### src/rtl/arc4_pkg.sv
// Shared types and constants for the parametrised ARC4 decryptor.
//   arc4_state_e : top-level phase of a decryption run
//   sub_step_e   : read/wait/swap micro-sequence of the S-box swap engine
package arc4_pkg;

   localparam int unsigned SBOX_SIZE = 256;
   localparam int unsigned MAX_DROP  = 1024;

   typedef enum logic [2:0] {
      StIdle,
      StInit,
      StKsa,
      StLen,
      StDrops,
      StPrga
   } arc4_state_e;

   typedef enum logic [2:0] {
      SubIdle,
      SubWaitI,
      SubRdJ,
      SubWaitJ,
      SubWrI,
      SubWrJ
   } sub_step_e;

endpackage

### src/rtl/arc4_sbox_swap.sv
// S-box swap engine. Owns the S RAM port and performs one
//   rd S[i]; wait; j' = j + S[i] + j_inc; rd S[j']; wait; wr S[i]=S[j']; wr S[j']=S[i]
// sequence per start (6 cycles including the start cycle). While idle and not
// started, the ext_* inputs pass straight through to the RAM port.
// Ports:
//   clk, rst               clock, synchronous active-high reset
//   start                  begin a swap (sampled while idle); i/j/j_inc must stay stable
//   i, j, j_inc            swap index, current j, j increment (key byte or 0)
//   ext_addr/wrdata/wren   RAM access used while the engine is idle
//   s_addr/rddata/wrdata/wren  S RAM port
//   si, sj                 old S[i] and S[j'] values from the last swap
//   j_new                  j' from the last swap
//   done                   1 in the final write cycle of a swap
module arc4_sbox_swap
   import arc4_pkg::*;
(
   input  logic       clk,
   input  logic       rst,
   input  logic       start,
   input  logic [7:0] i,
   input  logic [7:0] j,
   input  logic [7:0] j_inc,
   input  logic [7:0] ext_addr,
   input  logic [7:0] ext_wrdata,
   input  logic       ext_wren,
   output logic [7:0] s_addr,
   input  logic [7:0] s_rddata,
   output logic [7:0] s_wrdata,
   output logic       s_wren,
   output logic [7:0] si,
   output logic [7:0] sj,
   output logic [7:0] j_new,
   output logic       done
);

   sub_step_e  step_q, step_d;
   logic [7:0] si_q, sj_q, jn_q;

   always_ff @(posedge clk) begin
      if (rst) begin
         step_q <= SubIdle;
         si_q   <= '0;
         sj_q   <= '0;
         jn_q   <= '0;
      end else begin
         step_q <= step_d;
         if (step_q == SubWaitI) begin
            si_q <= s_rddata;
            jn_q <= j + s_rddata + j_inc;
         end
         if (step_q == SubWaitJ) begin
            sj_q <= s_rddata;
         end
      end
   end

   always_comb begin
      step_d   = step_q;
      s_addr   = ext_addr;
      s_wrdata = ext_wrdata;
      s_wren   = ext_wren;
      done     = 1'b0;
      // Engine owns the port from the start cycle until the last write.
      if (step_q != SubIdle || start) begin
         s_addr   = i;
         s_wrdata = '0;
         s_wren   = 1'b0;
      end
      unique case (step_q)
         SubIdle:  if (start) step_d = SubWaitI;
         SubWaitI: step_d = SubRdJ;
         SubRdJ: begin
            s_addr = jn_q;
            step_d = SubWaitJ;
         end
         SubWaitJ: begin
            s_addr = jn_q;
            step_d = SubWrI;
         end
         SubWrI: begin
            s_wrdata = sj_q;
            s_wren   = 1'b1;
            step_d   = SubWrJ;
         end
         SubWrJ: begin
            // When i == j' both writes carry S[i], leaving S unchanged.
            s_addr   = jn_q;
            s_wrdata = si_q;
            s_wren   = 1'b1;
            done     = 1'b1;
            step_d   = SubIdle;
         end
         default:  step_d = SubIdle;
      endcase
   end

   assign si    = si_q;
   assign sj    = sj_q;
   assign j_new = jn_q;

endmodule

### src/rtl/arc4_decrypt_param.sv
// Parametrised single-core ARC4 decryptor: S-box init, KSA with a KEY_BYTES key
// (big-endian, byte 0 in the MSBs), optional DROP-byte keystream discard, then
// PRGA over a length-prefixed ciphertext held in external 256x8 sync RAMs.
// Ports:
//   clk, rst       clock, synchronous active-high reset
//   en / rdy       start request / idle indication
//   key            8*KEY_BYTES key, latched on accepted en
//   s_*            S RAM port (via arc4_sbox_swap)
//   ct_addr/rddata CT RAM read port, 1-cycle latency
//   pt_*           PT RAM write port
module arc4_decrypt_param
   import arc4_pkg::*;
#(
   parameter int unsigned KEY_BYTES = 3,
   parameter int unsigned DROP      = 0
) (
   input  logic                   clk,
   input  logic                   rst,
   input  logic                   en,
   output logic                   rdy,
   input  logic [8*KEY_BYTES-1:0] key,
   output logic [7:0]             s_addr,
   input  logic [7:0]             s_rddata,
   output logic [7:0]             s_wrdata,
   output logic                   s_wren,
   output logic [7:0]             ct_addr,
   input  logic [7:0]             ct_rddata,
   output logic [7:0]             pt_addr,
   output logic [7:0]             pt_wrdata,
   output logic                   pt_wren
);

   localparam logic [3:0]  KbLast   = 4'(KEY_BYTES - 1);
   localparam logic [10:0] DropLast = 11'((DROP == 0) ? 0 : DROP - 1);
   localparam bit          HasDrop  = (DROP != 0);

   arc4_state_e            state_q, state_d;
   logic [7:0]             i_q, i_d, j_q, j_d, k_q, k_d, len_q, len_d;
   logic [3:0]             kb_q, kb_d;
   logic [10:0]            drop_q, drop_d;
   logic [1:0]             ph_q, ph_d;  // LEN: 0 wait, 1 capture; PRGA: 0 swap, 1 ks rd, 2 ks use
   logic [8*KEY_BYTES-1:0] key_q;
   logic                   key_load;
   logic [7:0]             key_bytes [16];

   logic       sw_start, sw_done, ext_wren;
   logic [7:0] sw_i, sw_jinc, sw_si, sw_sj, sw_jnew, ext_addr, ext_wrdata;

   for (genvar g = 0; g < 16; g++) begin : g_key
      if (g < KEY_BYTES) begin : g_used
         assign key_bytes[g] = key_q[8*(KEY_BYTES-1-g) +: 8];
      end else begin : g_unused
         assign key_bytes[g] = 8'd0;
      end
   end

   arc4_sbox_swap u_swap (
      .clk        (clk),
      .rst        (rst),
      .start      (sw_start),
      .i          (sw_i),
      .j          (j_q),
      .j_inc      (sw_jinc),
      .ext_addr   (ext_addr),
      .ext_wrdata (ext_wrdata),
      .ext_wren   (ext_wren),
      .s_addr     (s_addr),
      .s_rddata   (s_rddata),
      .s_wrdata   (s_wrdata),
      .s_wren     (s_wren),
      .si         (sw_si),
      .sj         (sw_sj),
      .j_new      (sw_jnew),
      .done       (sw_done)
   );

   always_ff @(posedge clk) begin
      if (rst) begin
         state_q <= StIdle;
         i_q     <= '0;
         j_q     <= '0;
         k_q     <= '0;
         len_q   <= '0;
         kb_q    <= '0;
         drop_q  <= '0;
         ph_q    <= '0;
         key_q   <= '0;
      end else begin
         state_q <= state_d;
         i_q     <= i_d;
         j_q     <= j_d;
         k_q     <= k_d;
         len_q   <= len_d;
         kb_q    <= kb_d;
         drop_q  <= drop_d;
         ph_q    <= ph_d;
         if (key_load) key_q <= key;
      end
   end

   always_comb begin
      state_d    = state_q;
      i_d        = i_q;
      j_d        = j_q;
      k_d        = k_q;
      len_d      = len_q;
      kb_d       = kb_q;
      drop_d     = drop_q;
      ph_d       = ph_q;
      key_load   = 1'b0;
      rdy        = 1'b0;
      sw_start   = 1'b0;
      sw_i       = i_q;
      sw_jinc    = 8'd0;
      ext_addr   = 8'd0;
      ext_wrdata = 8'd0;
      ext_wren   = 1'b0;
      pt_addr    = 8'd0;
      pt_wrdata  = 8'd0;
      pt_wren    = 1'b0;
      unique case (state_q)
         StIdle: begin
            rdy = 1'b1;
            if (en) begin
               key_load = 1'b1;
               state_d  = StInit;
               i_d      = 8'd0;
               j_d      = 8'd0;
               k_d      = 8'd0;
               kb_d     = 4'd0;
               drop_d   = 11'd0;
               ph_d     = 2'd0;
            end
         end
         StInit: begin
            ext_addr   = i_q;
            ext_wrdata = i_q;
            ext_wren   = 1'b1;
            i_d        = i_q + 8'd1;
            if (i_q == 8'(SBOX_SIZE - 1)) state_d = StKsa;
         end
         StKsa: begin
            sw_start = 1'b1;
            sw_jinc  = key_bytes[kb_q];
            if (sw_done) begin
               j_d  = sw_jnew;
               i_d  = i_q + 8'd1;
               kb_d = (kb_q == KbLast) ? 4'd0 : kb_q + 4'd1;
               if (i_q == 8'(SBOX_SIZE - 1)) begin
                  state_d = StLen;
                  ph_d    = 2'd0;
               end
            end
         end
         StLen: begin
            if (ph_q == 2'd0) begin
               ph_d = 2'd1;
            end else begin
               len_d     = ct_rddata;
               pt_wrdata = ct_rddata;
               pt_wren   = 1'b1;
               i_d       = 8'd0;
               j_d       = 8'd0;
               k_d       = 8'd1;
               ph_d      = 2'd0;
               if (ct_rddata == 8'd0) state_d = StIdle;
               else if (HasDrop)      state_d = StDrops;
               else                   state_d = StPrga;
            end
         end
         StDrops: begin
            sw_i     = i_q + 8'd1;
            sw_start = 1'b1;
            if (sw_done) begin
               i_d    = i_q + 8'd1;
               j_d    = sw_jnew;
               drop_d = drop_q + 11'd1;
               if (drop_q == DropLast) state_d = StPrga;
            end
         end
         StPrga: begin
            sw_i = i_q + 8'd1;
            unique case (ph_q)
               2'd0: begin
                  sw_start = 1'b1;
                  if (sw_done) begin
                     i_d  = i_q + 8'd1;
                     j_d  = sw_jnew;
                     ph_d = 2'd1;
                  end
               end
               2'd1: begin
                  // Post-swap S[i]+S[j] equals the pre-swap pair sum.
                  ext_addr = sw_si + sw_sj;
                  ph_d     = 2'd2;
               end
               default: begin
                  pt_addr   = k_q;
                  pt_wrdata = ct_rddata ^ s_rddata;
                  pt_wren   = 1'b1;
                  k_d       = k_q + 8'd1;
                  ph_d      = 2'd0;
                  if (k_q == len_q) state_d = StIdle;
               end
            endcase
         end
         default: state_d = StIdle;
      endcase
   end

   // ct[k] address is held for the whole byte, so the read overlaps the swap.
   assign ct_addr = (state_q == StPrga) ? k_q : 8'd0;

endmodule

### config.mk
export PLATFORM = sky130hd
export DESIGN_NAME = arc4_decrypt_param
export DESIGN_NICKNAME = d
export VERILOG_FILES = /design/src/rtl/arc4_pkg.sv /design/src/rtl/arc4_sbox_swap.sv /design/src/rtl/arc4_decrypt_param.sv
export SDC_FILE = /design/constraint.sdc
export NUM_CORES = 1
export LEC_CHECK = 0
export CAP_MARGIN = 20
export CORE_ASPECT_RATIO = 0.75
export CORE_MARGIN = 3
export CORE_UTILIZATION = 30
export CTS_CLUSTER_DIAMETER = 100
export DETAILED_ROUTE_END_ITERATION = 10
export DONT_BUFFER_PORTS = 1
export PLACE_DENSITY = 0.47
export SETUP_SLACK_MARGIN = 0.02
export SLEW_MARGIN = 30
export SYNTH_ARGS = -nofsm -noshare
export SYNTH_HDL_FRONTEND = slang
export SYNTH_HIERARCHICAL = 1
export SYNTH_SLANG_ARGS = --single-unit
### constraint.sdc
create_clock -name clk -period 3.6 [get_ports clk]
set_input_delay 0.36 -clock clk [delete_from_list [all_inputs] [get_ports clk]]
set_output_delay 0.36 -clock clk [all_outputs]
set_load 0.05 [all_outputs]
==> results of run 1 <==
cells by family (layout without fill, tap and decap cells):
group,count (synthesis),after routing,share of synthesized area [%]
AOI/OAI and AO/OA,186,186,17.3
xor gates and xnor gates,42,42,5.74
adders and majority gates,28,28,6.52
buffers and inverters,74,79,5.21
DFF,103,103,32.2
muxes,44,44,6.87
and+or+nand+nor,346,346,26.2
metal layers:
metal  GRT usage, %  vias up
li1               -     2836
met1           25.0     2630
met2           21.8      145
met3           3.99       13
met4           3.59        0
met5              0        -
final timing paths:
kind                      to  slack (ns)  cells after the start
min             u_swap/si[0]        0.08                      1
max reg2reg  u_swap/j_new[7]        0.54                     16
min reg2reg        key_q[23]        0.45                      2
max                s_addr[6]        0.35                      9
sequential cells by signal (all words and copies together) (netlist names):
signal / cells
kb_q: 4
u_swap/sj: 8
j_q: 8
drop_q: 11
k_q: 8
u_swap/j_new: 8
len_q: 8
i_q: 8
key_q: 24
ph_q: 2
state_q: 3
u_swap/step_q: 3
u_swap/si: 8
through the flow:
| step | cells | hold slack (ns) | setup slack (ns) | util [%] |
|---|---|---|---|---|
| 6_report | 1110 | 0.0784 | 0.350 | 35.7 |
| 2_1_floorplan | 823 | 0.436 | 0.506 | - |
| 4_1_cts | 1110 | 0.0571 | 0.373 | 35.7 |
| 5_1_grt | 1110 | 0.0527 | 0.205 | 35.7 |
| 3_3_place_gp | 1095 | 0.442 | 0.551 | 34.3 |
| 3_5_place_dp | 1095 | 0.443 | 0.564 | 34.3 |
critical path: cells and delay by family (launching register included):
| family | cells | cell delay, ns |
|---|---|---|
| flops | 1 | 0.34 |
| mux | 1 | 0.13 |
| compound gates | 1 | 0.21 |
| simple gates | 5 | 1.36 |
| buf+inv | 2 | 0.50 |
power breakdown:
group,internal (uW),leakage [uW],total [uW],switching [uW]
logic,538,0.00192,1460,919
registers,1280,0.000835,1440,153
clock network,556,0.000143,1010,453
area by class of cell:
class / count / share of cell area [%]
Timing Repair Buffer: 45 / 7.65
Tap cell: 282 / 4.79
Sequential cell: 103 / 28.0
Clock inverter: 3 / 0.595
Inverter: 19 / 0.969
Multi-Input combinational cell: 646 / 54.6
Clock buffer: 12 / 3.35
placed cells by master (no fill, tap or decap), types with 4 or more instances in the layout:
cell       Yosys  routed
o21ai_0       49      30
nor2_1        83      83
nand4_1        7       7
xnor2_1       16      16
nand3_1       13      13
nor2b_1       13      13
or3_1          6       6
nor4_1         4       4
o21ai_1        6      25
mux2i_1       44      44
nor3_1        14      13
a211oi_1       7       7
buf_12         0      18
clkbuf_16      0       9
buf_4          4      27
dfxtp_1      103     103
a311oi_1       8       8
nand2_1      135     135
nand2b_1      13      13
a21o_1        11      11
a21oi_1       78      78
ha_1          19      19
xor2_1        26      26
and3_1        20      20
inv_1         19      19
and2_1         9       9
fa_1           9       9
==> impl_metrics.json, run 1 <==
{
  "status": "completed",
  "grt_overflow_total": 0,
  "clk_pin_slew_ns": 0.07,
  "cts_num_sinks": 103,
  "grt_pass1_wl_mm": 29.6,
  "synth_cell_type_count": 66,
  "top_layer": "met4",
  "first_iter_violations": 352,
  "post-route-min-period_ns": 3.25,
  "root_buffer": "clkbuf_16",
  "fin_area_sq_um": 7360,
  "slowest_stage": "or3b_2",
  "placementRows": 45,
  "vdd_ir_drop_max_mv": 0.236,
  "finalClockSkew_ns": 0.0113,
  "multi_input_area_sq_um": 4020,
  "r2r-start": "kb_q[1]",
  "dr_wl_met2_mm": 7.56,
  "drt-pass1-iter-count": 5,
  "cp-end-kind": "output port",
  "critPathKind": "flip-flop to output port",
  "cp_data_arrival_time_ns": 2.89,
  "syn-instance-count": 823,
  "period_share_pct": 90.3,
  "routedWlPerCell_microns": 17.0,
  "seq_area_sq_um": 2060,
  "die_h_microns": 133,
  "p_leak_uw": 0.00290,
  "hp-start": "rst",
  "synth_area_leaders": "dfxtp_1, nand2_1, mux2i_1",
  "max_freq_mhz": 308,
  "min_path_type": "input port to flip-flop",
  "vias": 5624,
  "critical_path.startpoint_type": "flip-flop",
  "avgSynthCellArea_sq_um": 7.79,
  "drc": 0,
  "synth_common_cells": "nand2_1, dfxtp_1, nor2_1, a21oi_1, o21ai_0",
  "finalSetupTns_ns": 0,
  "synthFlopType": "dfxtp_1",
  "powerDensity_nw_per_um2": 531,
  "n_fill_cell": 2257,
  "crit_required_ns": 3.24,
  "ctsLongestPathBuffers": 2,
  "slew_headroom_pct": 40.8,
  "initial_utilization_pct": 31.1,
  "grt_max_degree": 90,
  "synthArstFlopShare_pct": 0,
  "gp_congestion": 0.820,
  "hold_viol": 0,
  "grtUsageTotal_pct": 16.0,
  "drv_cap": 0,
  "routed_wirelength_mm": 18.9,
  "dr_wl_met3_mm": 1.10,
  "ioPinCount": 86,
  "path_max_fanout": 34,
  "grt_antenna_before_repair": 0,
  "synth.most_common_cell": "nand2_1",
  "placed_area_sq_um": 7070,
  "die_w_microns": 175,
  "yosys_warnings": 6,
  "synth_seq_cells": 103,
  "n_antenna_cell": 0,
  "syn_area_sq_um": 6410,
  "dieArea_sq_um": 23200,
  "hold_buffers": 0,
  "cts_tree": "yes",
  "startpoint": "state_q[0]",
  "netlist.area_leader.share_pct": 32.2,
  "yosysSeqAreaShare_pct": 32.2,
  "syn_to_final_growth_pct": 14.8,
  "finish.net_count": 895,
  "port_buffers": 0,
  "synth_top_area_cell": "dfxtp_1",
  "clock_latency_ns": 0.36,
  "synth_nets": 894,
  "ant_nets": 0,
  "power.total_uw": 3900,
  "fp.coreArea_sq_um": 20600,
  "cts_buffers": 9,
  "synth-edff-count": 0,
  "worstMarginPinSlew_ns": 0.883,
  "setup_violations": 0,
  "drive_above_1_share_pct": 9.30,
  "cts_setup_buffers": 0,
  "crit_chain": "buf_4 > nand3b_1 > or3b_2 > nor4b_1 > nor3_1 > nand2_1 > mux2i_1 > o21ai_2 > buf_12",
  "finalMaxSlewViolations": 0,
  "grt_pass1_vias": 5159,
  "postCtsResizedCells": 0,
  "htree_levels": 3,
  "via_per_inst": 5.07,
  "rsz0062_at_grt": "false",
  "cp_slowest_stage_delay_ns": 0.62,
  "drt-met1-wl_mm": 9.99,
  "hpwl_mm": 13.7
}
Power figures use the tool's default switching activity.
==> run 2: changes to the inputs <==
--- a/config.mk
+++ b/config.mk
@@ -6,16 +6,19 @@
 export NUM_CORES = 1
 export LEC_CHECK = 0
 export CAP_MARGIN = 20
+export CELL_PAD_IN_SITES_DETAIL_PLACEMENT = 1
+export CELL_PAD_IN_SITES_GLOBAL_PLACEMENT = 2
 export CORE_ASPECT_RATIO = 0.75
 export CORE_MARGIN = 3
 export CORE_UTILIZATION = 30
 export CTS_CLUSTER_DIAMETER = 100
 export DETAILED_ROUTE_END_ITERATION = 10
 export DONT_BUFFER_PORTS = 1
-export PLACE_DENSITY = 0.47
+export PLACE_DENSITY = 0.69
 export SETUP_SLACK_MARGIN = 0.02
 export SLEW_MARGIN = 30
 export SYNTH_ARGS = -nofsm -noshare
 export SYNTH_HDL_FRONTEND = slang
 export SYNTH_HIERARCHICAL = 1
 export SYNTH_SLANG_ARGS = --single-unit
+export TNS_END_PERCENT = 5
==> constraint.sdc (replaced) <==
create_clock -name clk -period 3.5 [get_ports clk]
set_input_delay 0.35 -clock clk [delete_from_list [all_inputs] [get_ports clk]]
set_output_delay 0.35 -clock clk [all_outputs]
set_load 0.05 [all_outputs]
==> run 2 against run 1 <==
Against the previous run:
- first-iteration DRC count increased by 22%
- die area unchanged
- register-to-register slack got worse by 0.16 ns
- design area decreased by 0.34%
==> impl_metrics.json, run 2 (synthesis results as in run 1) <==
{
  "largest_registers": "key_q (24), drop_q (11)",
  "min_to": "u_swap/si[1]",
  "setup_violations": 0,
  "n_antenna_cell": 0,
  "n_fill_cell": 2478,
  "gp_congestion": 0.846,
  "p_sw_uw": 1640,
  "period_share_pct": 91.1,
  "cp-end-kind": "output port",
  "cts_tree": "yes",
  "critPathKind": "flip-flop to output port",
  "clock_latency_ns": 0.36,
  "hpwl_mm": 16.2,
  "largest_register_ffs": 24,
  "via_per_inst": 5.22,
  "finish.net_count": 892,
  "final_common_cell": "nand2_1",
  "worstMarginPinSlew_ns": 0.904,
  "slew_headroom_pct": 39.4,
  "die_w_microns": 175,
  "ant_nets": 0,
  "critical_path.startpoint_type": "flip-flop",
  "initial_utilization_pct": 31.1,
  "grt_antenna_before_repair": 0,
  "top_register": "key_q",
  "htree_levels": 3,
  "p_clk_share_pct": 25.2,
  "grt_overflow_total": 0,
  "switching_share_pct": 40.9,
  "regToRegEndpoint": "u_swap/j_new[7]",
  "fin_util_pct": 35.6,
  "routedWlPerCell_microns": 19.3,
  "fp.coreArea_sq_um": 20600,
  "reg2reg_setup_slack_ns": 0.38,
  "finalSetupTns_ns": 0,
  "p_int_uw": 2370,
  "hold_viol": 0,
  "min_path_type": "input port to flip-flop",
  "max_freq_mhz": 314,
  "ctsLongestPathBuffers": 2,
  "hp-start": "rst",
  "postCtsResizedCells": 0,
  "placementRows": 45,
  "ioPinCount": 86,
  "drt-pass1-iter-count": 4,
  "combinationalPowerShare_pct": 37.7,
  "grt_max_degree": 90,
  "drive_above_1_share_pct": 9.20,
  "routed_wirelength_mm": 21.4,
  "post-route-min-period_ns": 3.19,
  "hold_buffers": 0,
  "rsz0062_at_grt": "false",
  "grt_pass1_wl_mm": 34.5,
  "dieArea_sq_um": 23200,
  "vdd_ir_drop_max_mv": 0.267,
  "r2r-start": "kb_q[1]",
  "clk_pin_slew_ns": 0.09,
  "die_h_microns": 133,
  "finalClockSkew_ns": 0.0184,
  "cts_setup_buffers": 0,
  "port_buffers": 0,
  "path_max_fanout": 34,
  "powerDensity_nw_per_um2": 547,
  "drv_cap": 0,
  "multi_input_area_sq_um": 4020,
  "status": "completed",
  "mostFrequentLayoutCells": "nand2_1, dfxtp_1, nor2_1",
  "cts_buffers": 9,
  "cts_num_sinks": 103,
  "seqPwrFrac_pct": 37.2,
  "grtUsageTotal_pct": 18.7,
  "crit_required_ns": 3.15,
  "syn_to_final_growth_pct": 14.4,
  "finalMaxSlewViolations": 0,
  "reg2regPathDepth": 16,
  "root_buffer": "clkbuf_16",
  "grt_pass1_vias": 5997,
  "p_leak_uw": 0.00288,
  "drc": 0,
  "first_iter_violations": 428,
  "hold_depth": 1,
  "vias": 5781,
  "seq_area_sq_um": 2060,
  "cp_data_arrival_time_ns": 2.84
}
[run 2: cell count changes in the layout (fill, tap and decap cells not counted)]
cell        previous run  this run
buf_4                 27        24
bufinv_16              1         0
clkbuf_1               2         1
clkbuf_8               1         0
clkinv_2               1         0
clkinvlp_4             0         1
inv_6                  0         1
inv_8                  0         3
[run 2: power groups by stage]
stage / registers [uW] / clock network, uW / logic [uW]
6_report: 1490 / 1010 / 1510
5_1_grt: 1520 / 1100 / 1670
4_1_cts: 1490 / 1050 / 1520
3_5_place_dp: 1520 / 0 / 1510
3_3_place_gp: 1520 / 0 / 1480
2_1_floorplan: 1420 / 0 / 1200
[run 2: how the worst max path moves through the flow]
stage / slack (ns) / cells past startpoint / start / end
floorplan: 0.41 / 14 / kb_q[1] / u_swap/j_new[7]
CTS: 0.31 / 9 / state_q[0] / s_addr[5]
detailed placement: 0.42 / 16 / kb_q[1] / u_swap/j_new[7]
finish: 0.31 / 9 / state_q[0] / s_addr[5]
global placement: 0.52 / 16 / kb_q[1] / u_swap/j_new[7]
global route: 0.04 / 16 / kb_q[1] / u_swap/j_new[7]
[run 2: metrics by stage]
step	hold WS [ns]	total power [uW]	setup WS [ns]	std cells	area [sq um]
6_report	0.0482	4010	0.313	1108	7330
4_1_cts	0.0361	4070	0.306	1108	7330
3_5_place_dp	0.436	3030	0.420	1092	7050
2_1_floorplan	0.436	2620	0.406	823	6410
3_3_place_gp	0.433	2990	0.524	1092	7050
5_1_grt	0.0332	4300	0.0443	1108	7330
[run 2: layout make-up]
class	count	area share (%)
multi-input cells	646	54.8
flip-flops and latches	103	28.1
inverters	19	0.972
repair buffers	42	7.37
clock inverters	6	0.802
well taps	282	4.81
clock buffers	10	3.12
[run 2: layer usage]
metal	share of wire, %	routed length [microns]	global-route usage [%]
met5	0	0	0
met4	0.38	81	2.83
met3	5.2	1110	3.96
met2	46	9880	29.6
met1	48	10300	26.6
[run 2: worst max-delay path: stages, from the launching register on]
cell and delay (ns):
dfxtp_1 0.34, buf_4 0.33, nand3b_1 0.27, or3b_2 0.60, nor4_1 0.30, a311oi_1 0.09
nand2_1 0.12, mux2i_1 0.08, o21ai_1 0.14, buf_4 0.22
==> run 3: changes to the inputs <==
--- a/config.mk
+++ b/config.mk
@@ -14,6 +14,7 @@
 export CTS_CLUSTER_DIAMETER = 100
 export DETAILED_ROUTE_END_ITERATION = 10
 export DONT_BUFFER_PORTS = 1
+export MAX_ROUTING_LAYER = met4
 export PLACE_DENSITY = 0.69
 export SETUP_SLACK_MARGIN = 0.02
 export SLEW_MARGIN = 30
==> run 3 against run 2 <==
Against the previous run:
- hold slack is essentially flat
- setup slack gained 0.0055 ns
- non-clock buffer count is the same
- wire length grew 0.22%
- clock-buffer cell count is the same
- first-iteration DRC count shrank 3.3%
- critical path depth is the same
- sequential power is essentially flat
- via count grew 0.71%
- combinational power is essentially flat
- global-route usage grew 0.56 points
- critical path type unchanged
- highest routed layer unchanged
==> impl_metrics.json, run 3 (synthesis results as in run 1) <==
{
  "status": "completed",
  "grtUsageTotal_pct": 19.2,
  "top_layer": "met4",
  "hold_viol": 0,
  "period_share_pct": 90.9,
  "p_leak_uw": 0.00288,
  "hpwl_mm": 16.2,
  "startpoint": "state_q[0]",
  "dr_wl_met2_mm": 9.80,
  "r2r-start": "kb_q[1]",
  "crit_chain": "buf_4 > nand3b_1 > or3b_2 > nor4_1 > a311oi_1 > nand2_1 > mux2i_1 > o21ai_1 > buf_4",
  "cp_data_arrival_time_ns": 2.83,
  "dr_wl_met3_microns": 801,
  "grt_antenna_before_repair": 0,
  "grt_overflow_total": 0,
  "cp_slowest_stage_delay_ns": 0.60,
  "reg2regPathDepth": 16,
  "worst-path-stages": 9,
  "hold_depth": 1,
  "n_antenna_cell": 0,
  "hold_buffers": 0,
  "gp_congestion": 0.860,
  "grt_pass1_wl_mm": 34.5,
  "placementRows": 45,
  "critical_path.startpoint_type": "flip-flop",
  "first_iter_violations": 414,
  "hp-start": "rst",
  "setup_violations": 0,
  "crit_path_frequent_cell": "buf_4",
  "drv_cap": 0,
  "cts_buffers": 9,
  "vias": 5822,
  "postCtsResizedCells": 0,
  "largest_register_ffs": 24,
  "finalClockSkew_ns": 0.0185,
  "drt-met1-wl_mm": 10.7,
  "slew_headroom_pct": 39.2,
  "grt_pass1_vias": 6009,
  "max_freq_mhz": 314,
  "ctsLongestPathBuffers": 2,
  "drive_above_1_share_pct": 9.20,
  "fin_area_sq_um": 7330,
  "routed_wirelength_mm": 21.4,
  "cts_num_sinks": 103,
  "syn_to_final_growth_pct": 14.4,
  "worstMarginPinSlew_ns": 0.907,
  "rsz0062_at_grt": "false",
  "mostFrequentLayoutCells": "nand2_1, dfxtp_1, nor2_1",
  "via_per_inst": 5.25,
  "clk_pin_slew_ns": 0.09,
  "ant_nets": 0,
  "initial_utilization_pct": 31.1,
  "dieArea_sq_um": 23200,
  "min_path_type": "input port to flip-flop",
  "fp.coreArea_sq_um": 20600,
  "placed_area_sq_um": 7050,
  "clock_latency_ns": 0.37,
  "powerDensity_nw_per_um2": 549,
  "largest_registers": "key_q (24), drop_q (11)",
  "critPathKind": "flip-flop to output port",
  "path_max_fanout": 34,
  "drt-pass1-iter-count": 5,
  "slowest_stage": "or3b_2",
  "routedWlPerCell_microns": 19.3,
  "drc": 0,
  "cp-end-kind": "output port",
  "cts_tree": "yes",
  "crit_family": "simple AND/OR/NAND/NOR gates",
  "htree_levels": 3,
  "port_buffers": 0,
  "grt_max_degree": 90,
  "die_h_microns": 133,
  "stdcell_count": 1108,
  "post-route-min-period_ns": 3.18,
  "die_w_microns": 175,
  "finish.net_count": 892,
  "vdd_ir_drop_max_mv": 0.268,
  "cp_num_buf_inv": 2,
  "whs_ns": 0.0486,
  "root_buffer": "clkbuf_16",
  "top_register": "key_q",
  "crit_required_ns": 3.15,
  "dp.cells": 1092,
  "final_common_cell": "nand2_1",
  "finalSetupTns_ns": 0,
  "cts_setup_buffers": 0,
  "ioPinCount": 86,
  "finalMaxSlewViolations": 0
}
## run 3: path summary, 6_finish.rpt
kind                                   endpoint  slack, ns
worst max-delay path                  s_addr[5]       0.32
worst min-delay path               u_swap/si[1]       0.05
worst max register to register  u_swap/j_new[7]       0.37
worst min register to register        key_q[17]       0.47
## run 3: layout make-up
| cell class | count | area, sq um |
|---|---|---|
| clock buffers | 10 | 229 |
| clock inverters | 6 | 58.8 |
| fillers | 2478 | 13300 |
| inverters | 19 | 71.3 |
| multi-input cells | 646 | 4020 |
| flip-flops and latches | 103 | 2060 |
| well taps | 282 | 353 |
| repair buffers | 42 | 541 |
## run 3: through the flow
stage	setup WS (ns)	power (uW)	util, %
after floorplan	0.406	2620	-
after global placement	0.524	2990	34.2
after detailed placement	0.420	3030	34.2
after CTS	0.306	4070	35.6
after global routing	0.0443	4300	35.6
final	0.319	4030	35.6
## run 3: metal layers
metal / global-route usage [%] / up-vias
li1: - / 2842
met1: 26.8 / 2895
met2: 29.5 / 77
met3: 3.82 / 8
met4: 2.83 / 0
met5: - / -
## run 3: worst reg2reg max path: cells and delay by family (launching register included)
| family | cells | cell delay [ns] |
|---|---|---|
| adder cells (fa/ha/maj) | 3 | 1.00 |
| flip-flops | 1 | 0.48 |
| AO/OA/AOI/OAI | 4 | 0.47 |
| buffers and inverters | 4 | 0.43 |
| AND/OR/NAND/NOR | 3 | 0.38 |
| XOR/XNOR | 1 | 0.17 |
| multiplexers | 1 | 0.09 |
## run 3: report_power, final
part / internal [uW] / switching, uW / total, uW
clock: 503 / 515 / 1020
combinational: 548 / 967 / 1510
sequential: 1320 / 173 / 1490
total: 2370 / 1660 / 4030
